==> config.mk <==
export PLATFORM = sky130hd
export DESIGN_NAME = instr_issue_unit
export DESIGN_NICKNAME = d
export VERILOG_FILES = /design/src/rtl/issue_pkg.sv /design/src/rtl/instr_issue_unit_hazard_check.sv /design/src/rtl/instr_issue_unit.sv
export SDC_FILE = /design/constraint.sdc
export NUM_CORES = 1
export LEC_CHECK = 0
export ABC_CLOCK_PERIOD_IN_PS = 4800
export BUFFER_PORTS_ARGS = -buffer_cell sky130_fd_sc_hd__clkbuf_2
export CORE_UTILIZATION = 30
export CTS_CLUSTER_SIZE = 28
export DETAILED_ROUTE_END_ITERATION = 6
export PLACE_DENSITY = 0.45
export SKIP_LAST_GASP = 1
export SYNTH_ARGS = -nofsm -noshare
export SYNTH_HDL_FRONTEND = slang
export SYNTH_HIERARCHICAL = 1
export SYNTH_SLANG_ARGS = --single-unit
==> constraint.sdc <==
create_clock -name clk -period 4.8 [get_ports clk]
set_input_delay 0 -clock clk [delete_from_list [all_inputs] [get_ports clk]]
set_output_delay 0 -clock clk [all_outputs]
set_load 0.02 [all_outputs]
==> src/rtl/issue_pkg.sv <==
// issue_pkg: instruction field positions, state encoding and register decode for the issue unit
package issue_pkg;
  localparam int OPC = 26, RD = 21, RS = 16, RT = 11, IMM = 0;
  localparam logic [5:0] OP_NOP = 6'd0;
  localparam int DSRC = 3;
  typedef enum logic [1:0] {IDLE, RUN, DRAIN, DONE} state_t;
  typedef struct packed {
    logic [4:0] rd, rs, rt;
    logic we, rt_used;
    logic [15:0] imm;
  } regs_t;
  function automatic regs_t decode(input logic [31:0] w);
    regs_t r;
    r.rd = w[RD+:5];
    r.rs = w[RS+:5];
    r.rt = w[RT+:5];
    r.we = w[OPC+:6] != OP_NOP;
    r.rt_used = !w[OPC+DSRC];
    r.imm = w[IMM+:16];
    return r;
  endfunction
endpackage

==> src/rtl/instr_issue_unit_hazard_check.sv <==
// hazard_check: flags a read-after-write conflict between a candidate and recently issued writers
module hazard_check
  import issue_pkg::*;
#(
  parameter int H = 2
) (
  input  logic [31:0]    cand,
  input  logic [H*5-1:0] hist_rd,
  input  logic [H-1:0]   hist_we,
  output logic           stall
);
  regs_t c;
  logic unused_bits;
  assign c = decode(cand);
  assign unused_bits = ^{c.rd, c.imm};
  always_comb begin
    stall = 1'b0;
    for (int i = 0; i < H; i++)
      stall = stall | (hist_we[i] & ((hist_rd[i*5+:5] == c.rs) | (c.rt_used & (hist_rd[i*5+:5] == c.rt))));
    stall = stall & c.we;
  end
endmodule

==> src/rtl/instr_issue_unit.sv <==
// instr_issue_unit: program store that feeds the pipeline one instruction or hazard NOP per cycle
module instr_issue_unit
  import issue_pkg::*;
#(
  parameter int DEPTH = 16,
  parameter int AW = 4,
  parameter int HAZARD_DIST = 3,
  parameter int DRAIN_CYC = 3
) (
  input  logic          clk,
  input  logic          rst,
  input  logic          load_en,
  input  logic [AW-1:0] load_addr,
  input  logic [31:0]   load_data,
  input  logic          start,
  input  logic [AW:0]   prog_len,
  output logic [31:0]   InstrOut,
  output logic [AW-1:0] pc,
  output logic          busy,
  output logic          done,
  output logic [15:0]   stall_cnt
);
  localparam int H = HAZARD_DIST - 1;
  localparam int HW = H * 5;
  localparam int DW = $clog2(DRAIN_CYC + 1);
  state_t state, state_n;
  logic [AW:0] len, len_n;
  logic [AW-1:0] pc_n;
  logic [DW-1:0] drain_cnt, drain_n;
  logic prime, prime_n, idle, stall, issue, cand_we;
  logic [HW-1:0] hist_rd, hist_rd_n;
  logic [H-1:0] hist_we, hist_we_n;
  logic [31:0] instr_n, cand;
  logic [15:0] stall_n;
  logic [31:0] mem [DEPTH];
  assign cand = mem[pc];
  assign cand_we = cand[OPC+:6] != OP_NOP;
  assign idle = (state == IDLE) || (state == DONE);
  assign busy = (state == RUN) || (state == DRAIN);
  assign done = state == DONE;
  assign issue = (state == RUN) && !prime && !stall;
  hazard_check #(.H(H)) u_hazard (
    .cand(cand),
    .hist_rd(hist_rd),
    .hist_we(hist_we),
    .stall(stall)
  );
  always_comb begin
    state_n = state;
    len_n = len;
    pc_n = pc;
    drain_n = drain_cnt;
    prime_n = prime;
    hist_rd_n = hist_rd;
    hist_we_n = hist_we;
    instr_n = 32'h0;
    stall_n = stall_cnt;
    if (idle && start) begin
      len_n = prog_len;
      pc_n = '0;
      drain_n = '0;
      prime_n = 1'b1;
      hist_rd_n = '0;
      hist_we_n = '0;
      stall_n = 16'd0;
      state_n = (prog_len == '0) ? DRAIN : RUN;
    end else if (state == RUN) begin
      prime_n = 1'b0;
      hist_rd_n = HW'({hist_rd, cand[RD+:5]});
      hist_we_n = H'({hist_we, issue & cand_we});
      instr_n = issue ? cand : 32'h0;
      pc_n = issue ? pc + 1'b1 : pc;
      stall_n = (!prime && stall && !(&stall_cnt)) ? stall_cnt + 16'd1 : stall_cnt;
      state_n = (issue && (({1'b0, pc} + 1'b1) == len)) ? DRAIN : RUN;
    end else if (state == DRAIN) begin
      drain_n = drain_cnt + 1'b1;
      state_n = (drain_cnt == DW'(DRAIN_CYC - 1)) ? DONE : DRAIN;
    end
  end
  always_ff @(posedge clk) begin
    if (rst) begin
      state <= IDLE;
      len <= '0;
      pc <= '0;
      drain_cnt <= '0;
      prime <= 1'b0;
      hist_rd <= '0;
      hist_we <= '0;
      InstrOut <= 32'h0;
      stall_cnt <= 16'd0;
    end else begin
      state <= state_n;
      len <= len_n;
      pc <= pc_n;
      drain_cnt <= drain_n;
      prime <= prime_n;
      hist_rd <= hist_rd_n;
      hist_we <= hist_we_n;
      InstrOut <= instr_n;
      stall_cnt <= stall_n;
    end
  end
  always_ff @(posedge clk) begin
    if (load_en && idle) mem[load_addr] <= load_data;
  end
  assert property (@(posedge clk) disable iff (rst) !(idle && start && load_en && (load_addr == '0)));
endmodule

==> out/results.ini <==
[cts]
cts_sinks = 590
cts_buffer_depth = 3
postCtsSetupRepairBufs = 0
tritoncts = done
cts_root_buf = clkbuf_16
clk_pin_slew_worst_paths_ns = 0.06
cts_buffers = 67
insertion_delay_ns = 0.60
cts-htree-levels = 3
post_cts_resized = 0

[logic_synthesis]
synth_edf_count = 512
synth-main-ff-cell = edfxtp_1
async_reset_ff_frac = 0
syn_avg_cell_area_um2 = 20.8
synth_fp_nets = 1135
ys_seq_area_frac = 0.751
synth_cells = 1084
synthDistinctLibCells = 47
yosys_warnings = 6
synth_area_mm2 = 0.0226
ys_seq_elements = 590

[route]
first_pass_iters = 5
antenna_left = 0
drtIter0Drc = 822
route.vias.total = 11181
drc = 0
via_per_inst = 4.84
finalWirelength_um = 56200
wire_per_inst_um = 24.3

[sta]
drv_slew = 0
max_freq_mhz = 240
setup_violations = 0
tightest_slew_ns = 1.27
slew_headroom = 0.149
grt_setup_unrepaired = no
hold_violations = 0
period_share = 0.869
fin_setup_tns_ns = 0
finClkSkew_ns = 0.0255
fin_crit_ns = 4.17

[critical_path]
arrival_ns = 4.64
cp_common_cell = nand4_1
critical_path.startpoint_type = flop
path_cells = buf_12 > mux4_1 > mux4_2 > xnor2_1 > nand4_1 > nor3_1 > o21ai_1 > a21oi_1 > nand3b_1 > nor4_2 > nand4_1 > xor2_1 > nor2_1
end_kind = flop
crit_required_ns = 5.27
slowest_delay_ns = 0.62
worstPathMaxFanout = 44
criticalPathCategory = flop to flop
cp_slowest_cell = mux4_1

[global_route]
grt-ovfl-total = 0
grt_pass1_vias = 11738
grt_first_pass_wirelength_um = 82800
grt_usage = 0.149
antenna_found_initial = 3
grt_max_degree = 48

[die]
initial_utilization = 0.303
die_w_um = 276
core_mm2 = 0.0744
io_pins = 99
die_area_mm2 = 0.0763
fp-row-count = 100
die_y_um = 276

[placement]
place.gp.congestion = 0.743
dpl.hpwl_um = 31700
io_buffers = 98
dp_cells = 2140

[power]
p_clk_frac = 0.399
ir_drop_v = 0.000265
p_sw_mw = 3.06
internal-power_mw = 9.63
combPwrFrac = 0.137
seqPwrFrac = 0.464
p_per_area_mw_per_mm2 = 469
leakage_nw = 8.60
switching_share = 0.241

[layout]
drive_gt1_frac = 0.293
antennaDiodeCount = 0
final_cell_mix = edfxtp_1 (512), mux4_2 (136), clkbuf_2 (98)
syn_to_final_growth_pct = 20.0
fin_nets = 1340
post-route-util = 0.364
final_common_cell = edfxtp_1
instances_no_fill = 2311

[outcome]
status = finished, final reports clean

[min_path]
hold_path.class = input pin to flop

[job]
maxCapViolCount = 0

[power by group through the flow]
| stage | registers, mW | clock network (mW) | logic (mW) |
|---|---|---|---|
| finish | 5.89 | 5.06 | 1.74 |
| global route | 5.91 | 5.38 | 1.89 |
| CTS | 5.89 | 5.20 | 1.79 |
| detailed placement | 6.00 | 0 | 1.73 |
| global placement | 5.99 | 0 | 1.73 |
| floorplan | 6.00 | 0 | 1.26 |
[per-stage QoR]
step	hold WS (ns)	power (mW)	area [um2]	worst slack, ns
finish	0.0499	12.7	27100	0.630
CTS	0.00670	12.9	27100	0.625
global route	0.0332	13.2	27100	0.261
detailed placement	0.255	7.73	24400	0.633
floorplan	0.0989	7.26	22600	0.962
global placement	0.249	7.72	24400	0.668
[Yosys cell counts, types with 2 or more instances]
library cell | instances | area, um2
a211oi_1 | 3 | 22.5
buf_6 | 10 | 113
buf_1 | 5 | 18.8
nand3_1 | 18 | 90.1
o21ai_1 | 4 | 20.0
mux2i_1 | 16 | 160
nor3_1 | 11 | 55.1
nand3b_1 | 2 | 15.0
and4_1 | 3 | 26.3
a22oi_1 | 4 | 30.0
clkbuf_1 | 22 | 82.6
mux4_1 | 16 | 420
nor2_1 | 61 | 229
nand4_1 | 9 | 56.3
a21oi_1 | 10 | 50.1
nand2_1 | 26 | 97.6
nand2b_1 | 4 | 25.0
xnor2_1 | 25 | 219
ha_1 | 6 | 75.1
and2_1 | 30 | 188
or4_1 | 2 | 15.0
o21ai_0 | 5 | 25.0
xor2_1 | 18 | 158
buf_2 | 8 | 40.0
mux4_2 | 136 | 3060
mux2_2 | 3 | 33.8
inv_1 | 10 | 37.5
dfxtp_1 | 78 | 1560
nor3_2 | 3 | 30.0
buf_12 | 3 | 60.1
edfxtp_1 | 512 | 15400
and3_1 | 2 | 12.5
nor2b_1 | 5 | 31.3
[worst paths after layout]
path | startpoint | endpoint | slack (ns) | cells past startpoint
worst max-delay path | flop | stall_cnt[14] | 0.63 | 13
worst min-delay path | load_addr[3] | mem[1][17] | 0.05 | 3
worst max register to register | flop | stall_cnt[14] | 0.63 | 13
worst min register to register | drain_cnt[1] | drain_cnt[1] | 0.50 | 2
[per-layer routing]
| metal | routed length (um) | global-route usage | up-vias |
|---|---|---|---|
| li1 | - | - | 4826 |
| met1 | 26400 | 0.210 | 5997 |
| met2 | 26300 | 0.238 | 260 |
| met3 | 2210 | 0.0259 | 94 |
| met4 | 1240 | 0.0415 | 4 |
| met5 | 18 | 0 | - |
[cell type report]
class	instances	area, um2
Sequential cell	590	16900
Clock buffer	100	1930
Inverter	10	37.5
Timing Repair Buffer	185	1320
Clock inverter	22	246
Tap cell	969	1210
Multi-Input combinational cell	435	5370
Fill cell	6853	47400
[flip-flops by register name (all words and copies together), names as in the netlist, named ones only]
signal	cells
InstrOut	32
drain_cnt	2
hist_rd	10
hist_we	2
len	5
mem	512
pc	4
prime	1
stall_cnt	16
state	2
[worst max-delay path, delay by kind of cell, from the launching register on]
kind,cells,cell delay (ns)
and+or+nand+nor,6,1.39
muxes,2,1.16
AOI/OAI and AO/OA,2,0.43
DFF,1,0.36
xor gates and xnor gates,2,0.33
buffers and inverters,1,0.32
[timing repair]
action,in CTS,in global routing
setup endpoints to repair,0,0
hold buffers,49,0
endpoints found under the hold margin,520,0
[kinds of logic after synthesis]
family                     share of synthesized area
buffers and inverters                         0.0159
adders and majority gates                    0.00333
muxes                                          0.163
xor gates and xnor gates                      0.0167
AOI/OAI and AO/OA                            0.00965
DFF                                            0.751
and+or+nand+nor                               0.0404
(Power assumes the default switching activity.)
